==> config.mk <==
export PLATFORM = sky130hd
export DESIGN_NAME = serial_word_tx
export DESIGN_NICKNAME = d
export VERILOG_FILES = /design/src/rtl/serial_word_tx_pkg.sv /design/src/rtl/serial_word_tx_piso_shift_reg.sv /design/src/rtl/serial_word_tx.sv
export SDC_FILE = /design/constraint.sdc
export NUM_CORES = 1
export LEC_CHECK = 0
export BUFFER_PORTS_ARGS = -buffer_cell sky130_fd_sc_hd__buf_4
export CORE_MARGIN = 2
export CORE_UTILIZATION = 30
export DETAILED_ROUTE_END_ITERATION = 10
export PLACE_DENSITY_LB_ADDON = 0.3
export SLEW_MARGIN = 20
export SYNTH_ARGS = -nofsm -noshare
export SYNTH_HDL_FRONTEND = slang
export SYNTH_SLANG_ARGS = --single-unit
==> constraint.sdc <==
create_clock -name clock -period 1.7 [get_ports clock]
set_input_delay 0.255 -clock clock [delete_from_list [all_inputs] [get_ports clock]]
set_output_delay 0.255 -clock clock [all_outputs]
set_load 0.01 [all_outputs]
==> src/rtl/serial_word_tx_pkg.sv <==
// serial_word_tx_pkg
//   Shared definitions for the serial word transmitter: FSM state encoding
//   and counter widths. Imported by serial_word_tx.
package serial_word_tx_pkg;

  // Transmitter FSM encoding (2-bit).
  typedef enum logic [1:0] {
    ST_IDLE  = 2'd0,
    ST_SHIFT = 2'd1,
    ST_GAP   = 2'd2
  } tx_state_t;

  // Gap counter is fixed at 4 bits (GAP up to 15).
  localparam int GAP_CNT_W = 4;

endpackage

==> src/rtl/serial_word_tx_piso_shift_reg.sv <==
// piso_shift_reg
//   Parallel-in / serial-out shift register. Loads a word, then presents one
//   bit per enabled shift, starting at the MSB or the LSB.
// Ports
//   i_clk    clock
//   i_rst    async active-high reset (clears the register)
//   i_load   parallel load of i_data (has priority over i_shift)
//   i_data   word to load
//   i_shift  advance to the next bit
//   o_bit    bit currently presented
module piso_shift_reg #(
  parameter int WIDTH     = 8,
  parameter bit MSB_FIRST = 1'b1
) (
  input  logic             i_clk,
  input  logic             i_rst,
  input  logic             i_load,
  input  logic [WIDTH-1:0] i_data,
  input  logic             i_shift,
  output logic             o_bit
);

  logic [WIDTH-1:0] r_sh;

  always_ff @(posedge i_clk or posedge i_rst) begin
    if (i_rst)        r_sh <= '0;
    else if (i_load)  r_sh <= i_data;
    else if (i_shift) r_sh <= MSB_FIRST ? {r_sh[WIDTH-2:0], 1'b0}
                                        : {1'b0, r_sh[WIDTH-1:1]};
  end

  assign o_bit = MSB_FIRST ? r_sh[WIDTH-1] : r_sh[0];

endmodule

==> src/rtl/serial_word_tx.sv <==
// serial_word_tx
//   Parallel-in / serial-out transmitter feeding a 1-bit detector stream.
//   One-word holding register behind a valid/ready handshake; each word is
//   shifted out one bit per clock followed by GAP idle bit-times. The line
//   rests at IDLE_LEVEL whenever no data bit is being driven.
// Ports
//   clock       rising-edge clock
//   reset       async active-high reset; discards held and in-flight words
//   data_in     word to send, captured when load_valid && load_ready
//   load_valid  upstream offers data_in
//   load_ready  holding register empty (registered)
//   x_out       serial bit stream
//   busy        SHIFT or GAP in progress, or holding register full
//   frame_done  high while the last data bit of a word is driven
module serial_word_tx
  import serial_word_tx_pkg::*;
#(
  parameter int WIDTH      = 8,
  parameter int GAP        = 2,
  parameter bit MSB_FIRST  = 1'b1,
  parameter bit IDLE_LEVEL = 1'b1
) (
  input  logic             clock,
  input  logic             reset,
  input  logic [WIDTH-1:0] data_in,
  input  logic             load_valid,
  output logic             load_ready,
  output logic             x_out,
  output logic             busy,
  output logic             frame_done
);

  localparam int BCW = $clog2(WIDTH);
  localparam logic [BCW-1:0]       BIT_LAST = BCW'(WIDTH - 1);
  // Only meaningful when GAP > 0; the GAP state is never entered otherwise.
  localparam logic [GAP_CNT_W-1:0] GAP_LAST = (GAP > 0) ? GAP_CNT_W'(GAP - 1) : '0;

  tx_state_t            r_state, w_next;
  logic [BCW-1:0]       r_bit_cnt;
  logic [GAP_CNT_W-1:0] r_gap_cnt;
  logic [WIDTH-1:0]     r_hold;
  logic                 r_hold_full;

  logic w_last_bit, w_gap_end, w_xfer, w_accept, w_bit;

  assign w_last_bit = (r_state == ST_SHIFT) && (r_bit_cnt == BIT_LAST);
  assign w_gap_end  = (r_state == ST_GAP)   && (r_gap_cnt == GAP_LAST);
  // Hold->shifter move happens exactly when the line would otherwise free up,
  // which gives zero lost cycles between back-to-back words.
  assign w_xfer     = r_hold_full &&
                      ((r_state == ST_IDLE) || w_gap_end || (w_last_bit && (GAP == 0)));
  // load_ready is !r_hold_full, so accept and transfer are mutually exclusive.
  assign w_accept   = load_valid && !r_hold_full;

  // State register
  always_ff @(posedge clock or posedge reset) begin
    if (reset) r_state <= ST_IDLE;
    else       r_state <= w_next;
  end

  // Next-state logic
  always_comb begin
    w_next = r_state;
    case (r_state)
      ST_IDLE:  if (w_xfer) w_next = ST_SHIFT;
      ST_SHIFT: if (w_last_bit)
                  w_next = (GAP > 0) ? ST_GAP : (w_xfer ? ST_SHIFT : ST_IDLE);
      ST_GAP:   if (w_gap_end) w_next = w_xfer ? ST_SHIFT : ST_IDLE;
      default:  w_next = ST_IDLE;
    endcase
  end

  // Bit / gap counters; both saturate at their last value.
  always_ff @(posedge clock or posedge reset) begin
    if (reset) begin
      r_bit_cnt <= '0;
      r_gap_cnt <= '0;
    end else begin
      if (w_xfer)                               r_bit_cnt <= '0;
      else if (r_state == ST_SHIFT && !w_last_bit) r_bit_cnt <= r_bit_cnt + 1'b1;

      if (w_last_bit)                           r_gap_cnt <= '0;
      else if (r_state == ST_GAP && !w_gap_end) r_gap_cnt <= r_gap_cnt + 1'b1;
    end
  end

  // Holding register and handshake
  always_ff @(posedge clock or posedge reset) begin
    if (reset) begin
      r_hold      <= '0;
      r_hold_full <= 1'b0;
    end else if (w_xfer) begin
      r_hold_full <= 1'b0;
    end else if (w_accept) begin
      r_hold      <= data_in;
      r_hold_full <= 1'b1;
    end
  end

  piso_shift_reg #(
    .WIDTH    (WIDTH),
    .MSB_FIRST(MSB_FIRST)
  ) u_piso (
    .i_clk  (clock),
    .i_rst  (reset),
    .i_load (w_xfer),
    .i_data (r_hold),
    .i_shift((r_state == ST_SHIFT) && !w_last_bit),
    .o_bit  (w_bit)
  );

  // Outputs; state resets asynchronously so x_out idles immediately on reset.
  always_comb begin
    x_out      = (r_state == ST_SHIFT) ? w_bit : IDLE_LEVEL;
    load_ready = !r_hold_full;
    busy       = (r_state != ST_IDLE) || r_hold_full;
    frame_done = w_last_bit;
  end

endmodule
-- After elaboration in Yosys (flattened, before gate mapping)
Cells that the tools add are included.
Widths: inputs -> output; s select.
- bitwise logic cells: 1
- reduce and logical (&&, ||, !) cells: 18
- add/subtract/negate cells: 2
- muxes and demuxes: 14
- eq/ne operators: 7
- operators with widths (operator ; count):
    $mux 8 ; 2
    $mux 4 ; 2
    $reduce_bool 2->1 ; 4
    $logic_and 1x1->1 ; 6
    $mux 2 ; 3
    $mux 3 ; 2
    $ne 2x2->1 const B ; 3
    $pmux 2 s3 ; 1
    $add 4x1->4 const B ; 1
    $eq 4x1->1 const B ; 1
    $mux 1 ; 4
    $add 3x1->3 const B ; 1
    $eq 3x3->1 const B ; 1
    $logic_not 1->1 ; 3
    $reduce_and 3->1 ; 1
    $eq 2x1->1 const B ; 1
    $eq 2x2->1 const B ; 1
    $logic_not 2->1 ; 1
    $logic_or 1x1->1 ; 2
    $reduce_and 2->1 ; 1
    $not 1->1 ; 1
- input port bits: 11
- bits in registers: 26
- word-level logic and storage cells: 48
- output and inout port bits: 4

-- Longest topological paths before layout
Gate-level depths: netlist of run 1.
- word-level depth: 7
- mapped depth: 6
- depth with buffers taken out: 5

-- By module
A second synthesis of run 1 with hierarchy kept.
- cell total of the unflattened synthesis: 102
- area, all modules: 1206.2 um^2
- modules (own cells, without submodules) (module ; area each (um^2) ; cells each ; instances ; seq. area each (um^2)):
    serial_word_tx ; 833.3 ; 67 ; 1 ; 450.4
    piso_shift_reg ; 372.9 ; 35 ; 1 ; 200.2

-- Least setup slack after synthesis of run 1
No wires, ideal clock.
- path type: reg2reg
- start point: reg r_gap_cnt[1]
- end point: reg u_piso.r_sh[0]
- arrival time: 1495 ps
- clock period less this slack: 1619 ps
- setup time: 125 ps
- buffers on the path: 0
- setup slack: 81 ps
- stages on the path, launching flop included: 6
- required time: 1575 ps
- cell sequence: dfrtp_1 -> inv_1 -> ha_1 -> or3b_4 -> a21oi_4 -> mux2_2
- word-level cells in the longest chain between the ends: 5
- elaborated cells between the ends (all ways): 6
- classes of those cells: eq/ne (1); mux (1); reduce/logical (4)
- ends and longest elaborated chain (item ; RTL line ; text):
    start, declared ; serial_word_tx.sv:40 ; logic [GAP_CNT_W-1:0] r_gap_cnt;
    start signal, assigned ; serial_word_tx.sv:83 ; else if (r_state == ST_GAP && !w_gap_end) r_gap_cnt <= r_gap_cnt + 1'b1;
    $eq 4x1->1 (*) ; serial_word_tx.sv:47 ; assign w_gap_end = (r_state == ST_GAP) && (r_gap_cnt == GAP_LAST);
    $logic_and 1x1->1 (*) ; serial_word_tx.sv:47 ;
    $logic_or 1x1->1 (*) ; serial_word_tx.sv:51 ; ((r_state == ST_IDLE) || w_gap_end || (w_last_bit && (GAP == 0)));
    $logic_and 1x1->1 (*) ; serial_word_tx.sv:50 ; assign w_xfer = r_hold_full &&
    $mux 8 or $reduce_bool 2->1 (tied branches) ; - ;
    end signal, assigned ; serial_word_tx_piso_shift_reg.sv:27 ; else if (i_load) r_sh <= i_data;
    end signal, assigned ; serial_word_tx_piso_shift_reg.sv:28 ; else if (i_shift) r_sh <= MSB_FIRST ? {r_sh[WIDTH-2:0], 1'b0}
    end, declared ; serial_word_tx_piso_shift_reg.sv:23 ; logic [WIDTH-1:0] r_sh;
Every way passes the cells marked *; elsewhere a longest branch is shown, timed or not.
A chain may end at the register's enable or synchronous reset.

-- Worst setup path after layout of run 1
- start point: reg r_gap_cnt[1]
- end point: reg u_piso.r_sh[4]
Same word-level chain as after synthesis.

==> results.yml, run 1 <==
power:
  vdd_ir_drop_max_mv: 0.765
  p_leak_nw: 0.706
  fin_total_pwr_mw: 2.56
  p_per_area_mw_per_mm2: 1680
route:
  drc_errors: 0
  first_pass_iters: 4
  vias_per_cell: 4.84
  postRouteAntennaNets: 0
  wl_met3_um: 103
  drt_iter0_drc: 64
  post_drt_wl_per_cell_um: 13.2
  vias: 827
  drt-total-wl_um: 2250
  top_layer_used: "met4"
  m1WireLength_um: 998
  wl_met2_um: 1120
critical_path:
  crit_fanout: 8
  worstSetupEndpoint: "u_piso.r_sh[4]"
  r2r-end: "u_piso.r_sh[4]"
  path_class: "register to register"
  r2r_setup_slack_ps: 50
  r2r_cells: 5
  timing.rr.start: "r_gap_cnt[1]"
  start_kind: "register"
  startpoint: "r_gap_cnt[1]"
  required_ps: 1860
  arrival_ps: 1810
  end_kind: "register"
yosys:
  yosysWarnings: 0
  synth_fp_nets: 115
  ys_seq_area_share_pct: 51.5
  syn_inst: 100
  synth_cell_types: 32
  synth.avg_cell_area_sq_um: 12.6
  synth_area_sq_mm: 0.00126
  synth_seq_cells: 26
finish:
  drive_gt1_share_pct: 43.8
  final_util_pct: 38.0
  areaGrowthSynthToFinish_pct: 21.0
  num_antenna_cells: 0
  fillers: 415
  stdcell_area_sq_mm: 0.00153
  nNetsFinal: 137
cts:
  root_buffer: "clkbuf_8"
  ctsHtreeMaxLevel: 1
  cts_made_buffers: 3
  clockBufferDepth: 2
  path_clk_slew_ps: 90
  cts_tree: "done"
  clkSinkCount: 26
  cts-hold-fix-buffers: 0
  clk_latency_ps: 270
place:
  io_buffers: 14
  dpl_cell_area_sq_mm: 0.00141
  place_congestion: 0.690
  dp_hpwl_um: 1530
global_route:
  grt_usage_pct: 11.4
  grt_max_degree: 27
  grt_pass1_wl_um: 3930
  grt-ovfl-total: 0
  grt_pass1_vias: 835
  antenna_found_initial: 0
timing:
  setup_violations: 0
  relSlewSlack_pct: 77.1
  fin_skew_ps: 4.40
  worst_slew_pin_slew_ps: 343
  rsz0062_at_grt: "true"
  hold_viol: 0
  min_period_ps: 1650
  period_share_pct: 97.2
  finalMaxSlewViolations: 0
  timing.fmax_ghz: 0.605
hold_path:
  min_path_type: "primary input to asynchronous set/reset pin"
floorplanning:
  die_area_sq_mm: 0.00475
  fp.coreArea_sq_mm: 0.00403
  num_rows: 23
  die_h_um: 68.9
  dieWidth_um: 68.9
  pin_count: 15
  start_util_pct: 31.4
run_status:
  status: "finished, final reports clean"
job:
  drv_cap: 0
[cell type report]
cell class	instances	area [sq um]	area share [%]
clock buffer	3	41.3	2.70
clock inverter	1	30.0	1.96
inverter	6	22.5	1.47
multi-input combinational	63	554	36.3
sequential	26	653	42.7
tap	50	62.6	4.09
timing repair buffer	22	165	10.8
[registers in the layout, summed over array words and instances (netlist names)]
register / cells
r_gap_cnt: 4
r_bit_cnt: 3
r_hold_full: 1
r_state: 2
r_hold: 8
u_piso.r_sh: 8
[per-stage QoR]
step                      setup WS, ps  hold slack, ps  std cells  TNS (ps)
final                             48.1            34.0        171         0
after global routing             -1.69            47.1        171     -1.69
after CTS                         10.6            36.5        170         0
after detailed placement         -18.7             344        163     -33.3
after global placement            54.9             341        163         0
after floorplan                   80.6             295        100         0
[logic make-up after synthesis]
group | count (synthesis) | share of synthesized area [%]
xor gates and xnor gates | 1 | 0.693
buffers and inverters | 11 | 5.84
adders and majority gates | 4 | 3.96
and+or+nand+nor | 29 | 14.8
AOI/OAI and AO/OA | 16 | 12.1
DFF | 26 | 51.5
muxes | 13 | 11.2
[worst min-delay path by stage]
stage,slack (ps),from,end
5_1_grt,50,reset,r_bit_cnt[2]
4_1_cts,40,reset,r_gap_cnt[2]
2_1_floorplan,300,reset,r_bit_cnt[0]
6_report,30,reset,r_gap_cnt[2]
3_5_place_dp,340,reset,r_gap_cnt[2]
3_3_place_gp,340,reset,r_gap_cnt[2]
[where the power goes]
part           internal [mW]  total, mW  switching [mW]  leakage, nW
combinational          0.580       1.01           0.432        0.346
clock                  0.315      0.514           0.199       0.0357
sequential             0.865       1.03           0.170        0.324
[Yosys cell counts]
master,number,area (sq um)
buf_6,3,33.8
or3_1,1,6.26
nor2b_1,3,18.8
or2_2,1,6.26
and3_1,1,6.26
o21ai_0,2,10.0
mux2i_1,4,40.0
o211ai_1,1,7.51
xnor2_1,1,8.76
or3b_2,1,8.76
nand3_1,1,5.00
nor3b_1,2,15.0
nor2_1,5,18.8
a211oi_1,1,7.51
or3b_4,1,11.3
clkbuf_1,1,3.75
a21oi_4,1,16.3
ha_1,4,50.1
nand2_1,2,7.51
nand2b_1,1,6.26
inv_1,6,22.5
a2bb2oi_4,1,26.3
and2_2,7,52.6
a21oi_1,2,10.0
clkbuf_8,1,13.8
nand3b_1,1,7.51
mux2_2,9,101
or2b_2,1,8.76
dfrtp_1,26,651
o21ai_1,1,5.00
a221o_1,7,70.1
and3_2,1,7.51
[repair_timing]
action	in CTS	in global routing
endpoints found under the setup margin	9	11
pin swaps	0	2
buffers inserted	3	1
resized for setup	0	5
endpoints found under the hold margin	0	0
[cells in the final DEF (no fill, tap or decap), types with 2 or more instances in the layout]
cell      Yosys  routed
and2_2        7       7
inv_1         6       6
a21oi_1       2       2
o21ai_0       2       2
dfrtp_2       0       2
ha_1          4       2
mux2i_1       4       4
dfrtp_1      26      24
a221o_1       7       7
clkbuf_8      1       3
nand2_1       2       2
mux2_2        9       9
nor2b_1       3       3
buf_4         0      22
nor3b_1       2       2
nor2_1        5       5
[routing by layer]
layer / global-route usage [%] / up-vias
li1: - / 392
met1: 13.6 / 414
met2: 19.2 / 16
met3: 3.90 / 5
met4: 3.68 / 0
met5: 0 / -
[worst max-delay path, stage by stage, from the launching register on]
cell	delay [ps]
dfrtp_1	390
inv_1	60
ha_1	150
or3b_4	430
a2bb2oi_4	190
a221o_1	320
(Power assumes the default switching activity.)
==> run 2, diff against run 1 <==
--- a/config.mk
+++ b/config.mk
@@ -12,3 +12,3 @@
 export PLACE_DENSITY_LB_ADDON = 0.3
-export SLEW_MARGIN = 20
+export SLEW_MARGIN = 25
 export SYNTH_ARGS = -nofsm -noshare
==> constraint.sdc (replaced) <==
create_clock -name clock -period 1.7 [get_ports clock]
set_input_delay 0.34 -clock clock [delete_from_list [all_inputs] [get_ports clock]]
set_output_delay 0.34 -clock clock [all_outputs]
set_load 0.01 [all_outputs]
==> run 2 against run 1 <==
Clock skew decreased by 1.4 ps. Worst setup slack lost 11 ps. Die area is the same. Sequential share of layout area fell by 1.4 points. Critical endpoint is now frame_done. Routed wire length is 0.31% higher. Design area grew 3.4%. Final cell count up 3.5%. Flip-flop and latch count unchanged. Combinational power increased by 9.9%. Largest power group is now combinational cells. Largest cell class unchanged. Fmax down 0.68%.
==> results.yml, run 2 (synthesis gave the netlist of run 1 again) <==
run_status:
  status: "finished, final reports clean"
finish:
  stdcell_area_sq_mm: 0.00158
  stdcell_count: 177
  final_common_cell: "buf_4"
  areaGrowthSynthToFinish_pct: 25.0
  nNetsFinal: 143
  top_regs: "r_hold (8), u_piso.r_sh (8), r_gap_cnt (4)"
  num_antenna_cells: 0
  final_cell_mix: "buf_4 (27), dfrtp_1 (24), mux2_2 (9), and2_2 (7), a221o_1 (7)"
  drive_gt1_share_pct: 46.5
floorplanning:
  num_rows: 23
  die_area_sq_mm: 0.00475
  die_h_um: 68.9
  pin_count: 15
  fp.coreArea_sq_mm: 0.00403
  dieWidth_um: 68.9
  start_util_pct: 31.4
critical_path:
  arrival_ps: 1320
  r2r_setup_slack_ps: 50
  path_class: "register to output port"
  start_kind: "register"
  end_kind: "output port"
  crit_fanout: 4
  required_ps: 1360
timing:
  min_period_ps: 1660
  hold_viol: 0
  fin_skew_ps: 3.02
  worst_slew_pin_slew_ps: 343
  finalMaxSlewViolations: 0
  setup_violations: 0
  relSlewSlack_pct: 77.1
  timing.fmax_ghz: 0.601
  rsz0062_at_grt: "true"
  worst_slack_ps: 36.7
  period_share_pct: 97.8
global_route:
  antenna_found_initial: 0
  grt_usage_pct: 11.5
  grt_max_degree: 27
  grt-ovfl-total: 0
  grt_pass1_vias: 846
  grt_pass1_wl_um: 3930
cts:
  cts_tree: "done"
  root_buffer: "clkbuf_8"
  path_clk_slew_ps: 90
  ctsHtreeMaxLevel: 1
  cts_made_buffers: 3
  clk_latency_ps: 270
  cts-hold-fix-buffers: 0
  clkSinkCount: 26
  clockBufferDepth: 2
place:
  pre_cts_ws_ps: 3.89
  dp.cells: 164
  io_buffers: 14
  place_congestion: 0.684
  dp_hpwl_um: 1540
  dpl_cell_area_sq_mm: 0.00142
route:
  drt-total-wl_um: 2260
  postRouteAntennaNets: 0
  vias: 845
  post_drt_wl_per_cell_um: 12.7
  drc_errors: 0
  vias_per_cell: 4.77
  first_pass_iters: 4
  drt_iter0_drc: 53
job:
  drv_cap: 0
power:
  fin_total_pwr_mw: 2.65
  p_per_area_mw_per_mm2: 1680
  vdd_ir_drop_max_mv: 0.801
  p_leak_nw: 0.735
hold_path:
  min_path_type: "primary input to asynchronous set/reset pin"
==> run 2: cell types whose count changed in the layout (fill, tap and decap cells not counted), sizes merged <==
cell,change
buf,+6
==> run 2: power breakdown <==
group	total (mW)	switching, mW	internal, mW
Sequential	1.03	0.167	0.865
Clock	0.508	0.193	0.315
Combinational	1.11	0.456	0.659
==> run 2: area by class of cell <==
cell class / instances / area (sq um)
clock buffer: 3 / 41.3
clock inverter: 1 / 30.0
fill: 413 / 2450
inverter: 6 / 22.5
multi-input combinational: 63 / 557
sequential: 26 / 653
tap: 50 / 62.6
timing repair buffer: 28 / 214
==> run 2: worst paths after layout <==
path,startpoint,to,cells after the start
max,r_bit_cnt[0],frame_done,5
min,reset,r_gap_cnt[2],3
max reg2reg,r_gap_cnt[0],u_piso.r_sh[4],4
min reg2reg,u_piso.r_sh[4],u_piso.r_sh[4],1
max in group asynchronous,reset,r_state[1],3
min in group clock,load_valid,r_hold_full,3
==> run 2: through the flow <==
stage	util (%)	setup TNS (ps)	hold WS, ps
6_report	39.2	0	123
5_1_grt	39.2	-53.5	140
4_1_cts	38.0	0	130
3_5_place_dp	35.2	0	430
3_3_place_gp	35.2	0	426
2_1_floorplan	-	0	380
==> run 2: worst max-delay path, stage by stage (launching register included) <==
cell      delay (ps)
dfrtp_1          390
ha_2             200
ha_4             170
nand3b_1         110
inv_1             60
buf_6            110
==> run 2: metal layers <==
metal	part of all wire, %	global-route usage (%)
met5	0	0
met4	0.98	3.68
met1	46	14.1
met3	4.2	3.41
met2	49	19.4
==> run 2: timing repair <==
action / CTS / global route
pin swaps: 0 / 4
buffers inserted: 3 / 6
cloned: 0 / 0
setup endpoints to repair: 4 / 10
gates resized for setup: 5 / 2
==> run 3, diff against run 2 <==
Settings changed: CORE_UTILIZATION 30 to 50.
==> run 3 against run 2 <==
The flow now finishes with violations (setup timing). First-iteration DRC count down 83%. Die area down 38%. Non-clock buffer count stayed put. Global-route usage up 6.6 points. Critical path depth unchanged. Combinational power grew 4%. Critical path type unchanged. Power shrank 2.4%.
==> results.yml, run 3 (synthesis gave the netlist of run 1 again) <==
floorplanning:
  fp.coreArea_sq_mm: 0.00243
  pin_count: 15
  num_rows: 18
  die_h_um: 54.3
  start_util_pct: 52.0
  dieWidth_um: 54.3
  die_area_sq_mm: 0.00295
place:
  place_congestion: 0.765
  dp_hpwl_um: 1490
  dpl_cell_area_sq_mm: 0.00139
  io_buffers: 14
route:
  drt_iter0_drc: 9
  vias_per_cell: 5.22
  vias: 819
  first_pass_iters: 4
  post_drt_wl_per_cell_um: 13.8
  drc_errors: 0
  drt-total-wl_um: 2170
  postRouteAntennaNets: 0
run_status:
  status: "finished with violations"
  violations: "setup timing"
finish:
  areaGrowthSynthToFinish_pct: 21.9
  seq_area_sq_um: 653
  num_antenna_cells: 0
  top_regs: "r_hold (8), u_piso.r_sh (8), r_gap_cnt (4)"
  final_cell_mix: "buf_4 (26), dfrtp_1 (24), mux2_2 (9), and2_2 (7), a221o_1 (7)"
  final_common_cell: "buf_4"
  multi_input_area_sq_um: 557
  fillers: 199
  nNetsFinal: 143
  drive_gt1_share_pct: 46.5
  stdcell_area_sq_mm: 0.00154
cts:
  clkSinkCount: 26
  ctsHtreeMaxLevel: 1
  cts_made_buffers: 3
  clk_latency_ps: 330
  path_clk_slew_ps: 150
  root_buffer: "clkbuf_4"
  cts_tree: "done"
  cts-hold-fix-buffers: 0
  clockBufferDepth: 2
timing:
  period_share_pct: 101
  min_period_ps: 1720
  finalMaxSlewViolations: 0
  relSlewSlack_pct: 77.9
  worst_slack_ps: -16.8
  hold_viol: 0
  fin_skew_ps: 6.04
  setup_violations: 1
  finalSetupTns_ps: -16.8
  rsz0062_at_grt: "true"
  timing.fmax_ghz: 0.582
  worst_slew_pin_slew_ps: 332
global_route:
  grt_pass1_wl_um: 3680
  grt_max_degree: 27
  grt_pass1_vias: 804
  grt-ovfl-total: 0
  grt_usage_pct: 18.1
  antenna_found_initial: 0
critical_path:
  crit_fanout: 4
  arrival_ps: 1380
  crit_chain: "ha_2 > ha_4 > nand3b_1 > inv_1 > buf_6"
  required_ps: 1360
  end_kind: "output port"
  path_class: "register to output port"
  slowest_stage: "dfrtp_1"
  start_kind: "register"
  max_stage_delay_ps: 410
job:
  drv_cap: 0
power:
  fin_total_pwr_mw: 2.59
  p_per_area_mw_per_mm2: 1680
  vdd_ir_drop_max_mv: 0.999
  p_leak_nw: 0.728
hold_path:
  min_path_type: "primary input to asynchronous set/reset pin"
==> run 3: routing by layer <==
layer,wire (um),global-route usage (%),vias up,share of wire [%]
li1,-,-,403,-
met1,1000,23.3,403,46
met2,1090,29.5,11,50
met3,60,3.28,2,2.8
met4,19,8.75,0,0.88
met5,0,0,-,0
==> run 3: power by group <==
group	internal, mW	switching (mW)	leakage (nW)
combinational	0.679	0.466	0.376
clock	0.239	0.194	0.0279
sequential	0.862	0.150	0.324
==> run 3: critical path: cells and delay by family (launching register included) <==
family	cells	cell delay, ps
fa+ha+maj	2	370
buf+inv	2	170
flops	1	410
simple gates	1	100
==> run 3: worst paths after layout <==
| kind | depth (start not counted) | to | from | slack [ps] |
|---|---|---|---|---|
| worst max-delay path | 5 | frame_done | r_bit_cnt[1] | -20 |
| worst min-delay path | 3 | r_bit_cnt[2] | reset | 40 |
| worst max register to register | 5 | u_piso.r_sh[0] | r_gap_cnt[1] | 50 |
| worst min register to register | 1 | u_piso.r_sh[3] | u_piso.r_sh[3] | 530 |
| max in group asynchronous | 3 | r_state[1] | reset | 1390 |
| min in group clock | 2 | r_hold[2] | data_in[2] | 230 |
==> run 3: layout make-up <==
class                   count  share of cell area (%)
flip-flops and latches     26                    42.4
multi-input cells          63                    36.1
repair buffers             28                    14.1
well taps                  30                    2.44
clock inverters             1                    1.95
clock buffers               3                    1.46
inverters                   6                    1.46
==> run 3: stage by stage <==
| step | worst slack [ps] | util [%] | cells | hold WS (ps) |
|---|---|---|---|---|
| after floorplan | 80.6 | - | 100 | 380 |
| after global placement | 26.8 | 57.3 | 144 | 421 |
| after detailed placement | 7.27 | 57.3 | 144 | 427 |
| after CTS | -26.4 | 63.0 | 156 | 53.7 |
| after global routing | -93.8 | 63.3 | 157 | 82.0 |
| final | -16.8 | 63.3 | 157 | 39.8 |
==> run 3: what timing repair did <==
action                     in CTS  in global routing
resized for setup               8                  0
buffers inserted                8                  1
gates cloned                    0                  0
setup endpoints to repair       5                  9
pin swaps                       1                  1
